File: src/rtl/cdb_arbiter_if.sv
// rtl/cdb_arbiter_if.sv - completion request and CDB broadcast bundle for cdb_arbiter
interface cdb_arbiter_if #(
    parameter int NUM_REQ = 4,
    parameter int TAG_W   = 6,
    parameter int SRC_W   = 2
) ();
    logic [NUM_REQ-1:0]       req_valid;
    logic [NUM_REQ*TAG_W-1:0] req_tag;
    logic [NUM_REQ-1:0]       req_ready;
    logic                     cdb_valid;
    logic [TAG_W-1:0]         cdb_tag;
    logic [SRC_W-1:0]         cdb_src;

    // master: the execution units plus the wakeup consumer
    modport master (
        output req_valid, req_tag,
        input  req_ready, cdb_valid, cdb_tag, cdb_src
    );

    modport slave (
        input  req_valid, req_tag,
        output req_ready, cdb_valid, cdb_tag, cdb_src
    );
endinterface

File: src/rtl/cdb_arbiter.sv
// rtl/cdb_arbiter.sv - round-robin Common Data Bus arbiter with one holding slot per unit
// Optional conflict counter built only when CDB_CONFLICT_CNT_EN is defined.
module cdb_arbiter #(
    parameter int NUM_REQ = 4,
    parameter int TAG_W   = 6,
    parameter int SRC_W   = 2
) (
    input  logic                clk,
    input  logic                reset,
    input  logic                flush,
    cdb_arbiter_if.slave        bus,
    output logic                busy,
    output logic [15:0]         conflict_cnt
);
    logic [NUM_REQ-1:0] hold_v;
    logic [TAG_W-1:0]   hold_tag [NUM_REQ];
    logic [SRC_W-1:0]   rr_ptr;

    logic [NUM_REQ-1:0] grant;
    logic [SRC_W-1:0]   grant_idx;
    logic               grant_any;
    logic [SRC_W-1:0]   scan_idx;
    logic [NUM_REQ-1:0] accept;

    // Scan from rr_ptr upward; index arithmetic wraps because NUM_REQ is a power of two.
    always_comb begin
        grant     = '0;
        grant_idx = '0;
        grant_any = 1'b0;
        scan_idx  = '0;
        for (int k = 0; k < NUM_REQ; k++) begin
            scan_idx = rr_ptr + SRC_W'(k);
            if (!grant_any && hold_v[scan_idx]) begin
                grant[scan_idx] = 1'b1;
                grant_idx       = scan_idx;
                grant_any       = 1'b1;
            end
        end
    end

    // A slot being granted this cycle frees up in time to take the next tag.
    assign bus.req_ready = {NUM_REQ{!flush}} & (~hold_v | grant);
    assign accept        = bus.req_valid & bus.req_ready;
    assign busy          = |hold_v;

    always_ff @(posedge clk or posedge reset) begin
        if (reset) begin
            hold_v <= '0;
            for (int i = 0; i < NUM_REQ; i++) begin
                hold_tag[i] <= '0;
            end
        end else begin
            for (int i = 0; i < NUM_REQ; i++) begin
                if (flush) begin
                    hold_v[i] <= 1'b0;
                end else if (accept[i]) begin
                    hold_v[i]   <= 1'b1;
                    hold_tag[i] <= bus.req_tag[i*TAG_W +: TAG_W];
                end else if (grant[i]) begin
                    hold_v[i] <= 1'b0;
                end
            end
        end
    end

    always_ff @(posedge clk or posedge reset) begin
        if (reset) begin
            bus.cdb_valid <= 1'b0;
            bus.cdb_tag   <= '0;
            bus.cdb_src   <= '0;
            rr_ptr        <= '0;
        end else if (flush) begin
            bus.cdb_valid <= 1'b0;
            bus.cdb_tag   <= '0;
            bus.cdb_src   <= '0;
            rr_ptr        <= '0;
        end else if (grant_any) begin
            bus.cdb_valid <= 1'b1;
            bus.cdb_tag   <= hold_tag[grant_idx];
            bus.cdb_src   <= grant_idx;
            rr_ptr        <= grant_idx + SRC_W'(1);
        end else begin
            bus.cdb_valid <= 1'b0;
            bus.cdb_tag   <= '0;
            bus.cdb_src   <= '0;
        end
    end

`ifdef CDB_CONFLICT_CNT_EN
    logic        multi_pending;
    logic [15:0] conflict_q;

    // Clearing the lowest set bit leaves something only if two or more slots are pending.
    assign multi_pending = |(hold_v & (hold_v - NUM_REQ'(1)));

    always_ff @(posedge clk or posedge reset) begin
        if (reset) begin
            conflict_q <= '0;
        end else if (multi_pending && conflict_q != 16'hFFFF) begin
            conflict_q <= conflict_q + 16'd1;
        end
    end

    assign conflict_cnt = conflict_q;
`else
    assign conflict_cnt = 16'h0000;
`endif
endmodule

File: src/flat_wrapper.sv
// flat-port wrapper written by rule: the top's interface ports become plain ports
module cdb_arbiter_flat 
#(
    parameter int NUM_REQ = 4,
    parameter int TAG_W   = 6,
    parameter int SRC_W   = 2
)
  (clk, reset, flush, busy, conflict_cnt, bus_req_valid, bus_req_tag, bus_req_ready, bus_cdb_valid, bus_cdb_tag, bus_cdb_src);
  cdb_arbiter_if #(.NUM_REQ(NUM_REQ), .TAG_W(TAG_W), .SRC_W(SRC_W)) bus_i ();
  input  logic clk;
  input  logic reset;
  input  logic flush;
  output logic busy;
  output logic [15:0] conflict_cnt;
  input wire logic [$bits(bus_i.req_valid)-1:0] bus_req_valid;
  input wire logic [$bits(bus_i.req_tag)-1:0] bus_req_tag;
  output wire logic [$bits(bus_i.req_ready)-1:0] bus_req_ready;
  output wire logic [$bits(bus_i.cdb_valid)-1:0] bus_cdb_valid;
  output wire logic [$bits(bus_i.cdb_tag)-1:0] bus_cdb_tag;
  output wire logic [$bits(bus_i.cdb_src)-1:0] bus_cdb_src;
  assign bus_i.req_valid = bus_req_valid;
  assign bus_i.req_tag = bus_req_tag;
  assign bus_req_ready = bus_i.req_ready;
  assign bus_cdb_valid = bus_i.cdb_valid;
  assign bus_cdb_tag = bus_i.cdb_tag;
  assign bus_cdb_src = bus_i.cdb_src;
  cdb_arbiter #(.NUM_REQ(NUM_REQ), .TAG_W(TAG_W), .SRC_W(SRC_W)) u_core (.clk(clk), .reset(reset), .flush(flush), .bus(bus_i), .busy(busy), .conflict_cnt(conflict_cnt));
endmodule
File: config.mk
export PLATFORM = sky130hd
export DESIGN_NAME = cdb_arbiter_flat
export DESIGN_NICKNAME = d
export VERILOG_FILES = /design/src/rtl/cdb_arbiter_if.sv /design/src/rtl/cdb_arbiter.sv /design/src/flat_wrapper.sv
export SDC_FILE = /design/constraint.sdc
export NUM_CORES = 1
export LEC_CHECK = 0
export CORE_MARGIN = 4
export CORE_UTILIZATION = 40
export DETAILED_ROUTE_END_ITERATION = 8
export GPL_TIMING_DRIVEN = 0
export HOLD_SLACK_MARGIN = 0.03
export PLACE_DENSITY_LB_ADDON = 0.12
export REMOVE_ABC_BUFFERS = 1
export SLEW_MARGIN = 10
export SYNTH_ARGS = -nofsm -noshare
export SYNTH_HDL_FRONTEND = slang
export SYNTH_SLANG_ARGS = --single-unit
File: constraint.sdc
create_clock -name clk -period 4.6 [get_ports clk]
set_input_delay 0.92 -clock clk [delete_from_list [all_inputs] [get_ports clk]]
set_output_delay 0.92 -clock clk [all_outputs]
set_load 0.1 [all_outputs]
After elaboration in Yosys (flattened, before gate mapping)
Index checks and enable logic that the tools add are counted.
- add/sub/neg operators: 4
- $lt $le $gt $ge: 9
- mux-type cells: 51
- bitwise gates (word level): 9
- reductions and logical operators: 21
- operator list (kind ; number):
    $mux W1 ; 26
    $mux W6 ; 4
    $mux W2 ; 8
    $mux W4 ; 4
    $or A4 B4 Y4 ; 4
    $bmux W6 S2 ; 1
    $lt A2 B3 Y1 const B ; 4
    $reduce_bool A3 Y1 ; 4
    $and A4 B4 Y4 ; 2
    $bmux W1 S2 ; 4
    $demux W1 S2 ; 4
    $ge A2 B1 Y1 const B ; 4
    $reduce_and A2 Y1 ; 4
    $logic_and A1 B1 Y1 ; 7
    $add A2 B1 Y2 const B ; 2
    $add A2 B2 Y2 const B ; 2
    $logic_not A1 Y1 ; 4
    $not A4 Y4 ; 1
    $reduce_or A4 Y1 ; 1
    $ge A3 B3 Y1 const B ; 1
    $not A2 Y3 ; 1
    $reduce_bool A2 Y1 ; 1
    $not A1 Y1 ; 1
- bits in registers: 39
- bits of input ports: 31
- output and inout bits: 30
- word-level logic and storage cells: 106

Depth between registers and ports, before layout
- depth in word-level cells: 18
- mapped depth: 11
- gate-level depth less buffers: 8

Worst setup path after synthesis
No wires, ideal clock.
- path kind: flip-flop to flip-flop
- from: register u_core.rr_ptr[0]
- to: register u_core.hold_tag[10] in the netlist's numbering
- library setup time: 0.125 ns
- arrival: 4.309 ns
- data required time: 4.475 ns
- path slack: 0.166 ns
- cell stages (with the launch flop): 11
- path buffers: 2
- period minus slack after synthesis: 4.434 ns
- cell sequence: dfrtp_1 buf_6 inv_1 ha_1 buf_6 mux4_2 nor2b_4 a31oi_1 a21oi_1 nand2_1 mux2_2
- word-level cells in the longest chain between the ends: 16
- elaborated cells on any way between the ends: 51
- those cells by class: add/sub (3); order compare (8); mux (23); bitwise (6); reduce/logical (11)
- RTL lines (item ; line ; RTL):
    start, declared ; cdb_arbiter.sv:17 ; logic [SRC_W-1:0] rr_ptr;
    start signal, assigned ; cdb_arbiter.sv:81 ; rr_ptr <= grant_idx + SRC_W'(1);
    parallel branches: the longest is 11 deep, another holds $lt A2 B3 Y1 ; -- ;
    $mux W4 * ; cdb_arbiter.sv:33 ; if (!grant_any && hold_v[scan_idx]) begin
    $or A4 B4 Y4 * ; cdb_arbiter.sv:42 ; assign bus.req_ready = {NUM_REQ{!flush}} & (~hold_v | grant);
    $and A4 B4 Y4 * ; cdb_arbiter.sv:42 ;
    via bus_req_ready[2] ; flat_wrapper.sv:17 ; output wire logic [$bits(bus_i.req_ready)-1:0] bus_req_ready;
    $and A4 B4 Y4 * ; cdb_arbiter.sv:43 ; assign accept = bus.req_valid & bus.req_ready;
    $reduce_and A2 Y1 (no source line) * ; -- ;
    end signal, assigned by index ; cdb_arbiter.sv:58 ; hold_tag[i] <= bus.req_tag[i*TAG_W +: TAG_W];
    end, declared ; cdb_arbiter.sv:16 ; logic [TAG_W-1:0] hold_tag [NUM_REQ];
Mark *: on every way through the listed nets, which the timed path passes. The select of a mux whose other input is x is not followed.
A chain may end at the register's enable or synchronous reset.

Worst setup path in the final report
- from: register u_core.rr_ptr[0]
- to: output bus_req_ready[1]
- word-level cells in the longest chain between the ends: 14
- elaborated cells on any way between the ends: 49
- those cells by class: add/sub (3); order compare (8); mux (23); bitwise (5); reduce/logical (10)
- RTL lines (item ; line):
    parallel branches: the longest is 11 deep, another holds $lt A2 B3 Y1 ; --
    $mux W4 * ; cdb_arbiter.sv:33
    $or A4 B4 Y4 * ; cdb_arbiter.sv:42
    $and A4 B4 Y4 * ; cdb_arbiter.sv:42
    end, declared ; flat_wrapper.sv:17
Mark *: on every way between the ends. The select of a mux whose other input is x is not followed.

==> results.json <==
{
  "outcome": "completed",
  "grt_pass1_wl_um": 8650,
  "finalSetupViolations": 0,
  "final_nets": 287,
  "post_dp_cell_area_sq_um": 2860,
  "die_h_um": 86.2,
  "cts.sinks": 39,
  "reg2reg_depth": 8,
  "yosys.area.top_type": "dfrtp_1",
  "routed_wl_um": 5060,
  "syn-instance-count": 210,
  "finalHoldViolCount": 0,
  "met3_usage_pct": 3.71,
  "cts_tree": "yes",
  "rsz0062_at_grt": "no",
  "grt-ovfl-total": 0,
  "num_rows": 28,
  "num_io_pins": 61,
  "syn2layout_area_growth_pct": 21.5,
  "critPathKind": "flop to primary output",
  "initial_core_util_pct": 41.3,
  "cts_max_path_buffers": 2,
  "yosys.area.top_type_share_pct": 39.9,
  "cts-root-buf": "clkbuf_8",
  "setup_tns_ns": 0,
  "maxSlewHeadroom_pct": 32.1,
  "place.gp.congestion": 0.831,
  "h-tree-depth": 2,
  "fillCellCount": 548,
  "die_area_sq_um": 7430,
  "syn_avg_cell_area_sq_um": 11.7,
  "drt_pass1_iterations": 4,
  "finalMaxSlewViolations": 0,
  "fmax_mhz": 227,
  "core-area_sq_um": 5920,
  "synth-seq-area-share_pct": 39.9,
  "viasPerCell": 5.16,
  "ys_types": 49,
  "hold_class": "flop to flop",
  "finalClockSkew_ns": 0.00935,
  "syn_area_sq_um": 2450,
  "port_buffers": 44,
  "met1_usage_pct": 21.6,
  "track_usage_pct": 14.5,
  "worst_ep_required_time_ns": 3.68,
  "ir_drop_v": 0.000363,
  "crit_path_end_kind": "primary output",
  "min_from": "u_core.hold_tag[8]",
  "grt_max_degree": 40,
  "grtUsageMet2_pct": 21.2,
  "regArea_sq_um": 980,
  "r2r_end": "u_core.hold_tag[16]",
  "yosysWarnings": 0,
  "yosys-top-cells-area": "dfrtp_1 (40%), mux2_2 (7.4%), mux2_4 (7.4%), buf_4 (4.9%), ha_1 (3.1%)",
  "critPathLaunchType": "flop",
  "power_density_nw_per_um2": 674,
  "grt_pass1_vias": 1735,
  "wl_per_cell_um": 15.5,
  "cts_buffers": 5,
  "drc": 0,
  "fin_crit_sh_pct": 95.8,
  "worst_pin_slew_ns": 1.02,
  "multi_input_area_sq_um": 1310,
  "r2r-start": "u_core.rr_ptr[0]",
  "top_usage_layer": "met1",
  "rrSetupSlack_ns": 1.15,
  "hold_end": "u_core.hold_tag[8]",
  "hpwl_um": 3790,
  "crit_arrival_ns": 3.49,
  "drt-initial-drc-count": 117,
  "maxCapViolations": 0,
  "ys_seq_elements": 39,
  "drive_gt1_share_pct": 23.9,
  "die_x_um": 86.2,
  "leakage_nw": 1.26,
  "cts_setup_buffers": 0,
  "crit_fanout": 24,
  "n_antenna_cell": 0,
  "post-route-min-period_ns": 4.41,
  "path_clk_slew_ns": 0.07,
  "min_path_cells": 1,
  "hold_slack_ns": 0.512,
  "clk_latency_ns": 0.29,
  "vias": 1683,
  "grt_antenna_before_repair": 0,
  "final_antenna_net_count": 0,
  "fin_area_sq_um": 2970
}
state kept, by name, summed over array words and instances (netlist names):
register / cells
u_core.bus.cdb_valid: 1
u_core.bus.cdb_src: 2
u_core.rr_ptr: 2
u_core.bus.cdb_tag: 6
u_core.hold_v: 4
u_core.hold_tag: 24
cell usage in the layout, fill, tap and decap left out, drive strengths merged, types with 2 or more instances in the layout:
master	n
buf	2
a21o	2
mux2	29
mux2i	7
nand4b	2
a211oi	6
clkdlybuf4s50	40
o31ai	2
nor2b	2
clkdlybuf4s15	2
conb	16
a21oi	10
dfrtp	39
ha	6
nor3b	3
nand2	8
a221oi	3
a32oi	3
inv	10
o21ai	8
xnor2	2
a221o	5
clkbuf	6
mux4	4
nor2	16
a22o	3
worst max path at each step:
| stage | slack, ns | to | cells after the start | start |
|---|---|---|---|---|
| detailed placement | -0.54 | bus_req_ready[0] | 7 | u_core.rr_ptr[0] |
| finish | 0.19 | bus_req_ready[1] | 7 | u_core.rr_ptr[0] |
| CTS | 0.11 | bus_req_ready[0] | 7 | u_core.rr_ptr[0] |
| global route | 0.02 | bus_req_ready[2] | 7 | u_core.rr_ptr[0] |
| floorplan | -0.14 | u_core.hold_tag[10] | 8 | u_core.rr_ptr[0] |
| global placement | -0.56 | bus_req_ready[0] | 7 | u_core.rr_ptr[0] |
report_power, final:
group	total (mW)	internal [mW]	switching, mW
registers	0.566	0.458	0.109
logic	1.15	0.431	0.716
clock network	0.292	0.175	0.117
timing repair:
| action | in CTS | in global routing |
|---|---|---|
| endpoints found under the setup margin | 4 | 2 |
| hold buffers | 0 | 0 |
| resized for setup | 14 | 4 |
Yosys cell counts (all sizes together):
master / number
or2: 1
o31ai: 2
clkbuf: 4
nor2b: 2
buf: 22
inv: 10
o31a: 1
a22o: 3
or3b: 1
a221o: 5
ha: 6
nor3b: 3
mux4: 4
a21oi: 10
mux2: 29
a31oi: 1
mux2i: 7
nor2: 16
dfrtp: 39
nand2b: 1
conb: 1
and4b: 1
xnor2: 2
or4b: 1
a21o: 2
o21ai: 8
nor4: 1
o41ai: 1
or3: 1
o21bai: 1
a32oi: 3
nand4b: 2
a211oi: 6
nand2: 8
and3b: 1
a221oi: 3
nand3: 1
kinds of logic (layout without fill, tap and decap cells):
group / count (synthesis) / in the layout / share of synthesized area (%)
AO/OA/AOI/OAI: 46 / 46 / 15.1
XOR/XNOR: 2 / 2 / 0.716
adder cells (fa/ha/maj): 6 / 6 / 3.07
buffers and inverters: 36 / 62 / 8.79
flip-flops: 39 / 39 / 39.9
multiplexers: 40 / 40 / 21.9
other: 1 / 16 / 0.153
AND/OR/NAND/NOR: 40 / 40 / 10.4
worst max-delay path, cell delays in order (launching register included):
cell	delay (ns)
dfrtp_4	0.60
inv_1	0.21
ha_1	0.50
mux4_2	0.67
a22o_2	0.32
a221oi_4	0.32
nor2_1	0.08
clkdlybuf4s15_2	0.49
per-layer routing:
layer | part of all wire [%] | vias to the layer above
li1 | - | 817
met1 | 49 | 802
met2 | 43 | 59
met3 | 7.1 | 5
met4 | 0.85 | 0
met5 | 0 | -
through the flow:
step           utilization (%)  cells  power, mW  setup WS [ns]
2_1_floorplan                -    199       1.47         -0.143
3_3_place_gp              48.3    318       1.72         -0.562
3_5_place_dp              48.3    318       1.72         -0.541
4_1_cts                   50.4    326       2.02          0.111
5_1_grt                   50.2    326       2.13         0.0158
6_report                  50.2    326       2.01          0.193
layout make-up:
type / count / area share (%)
clock buffers: 6 / 2.78
inverters: 10 / 1.26
multi-input cells: 150 / 44.1
repair buffers: 44 / 14.6
clock inverters: 2 / 1.18
well taps: 75 / 3.16
flip-flops and latches: 39 / 32.9
No activity file was read; power rests on OpenSTA's default activity.
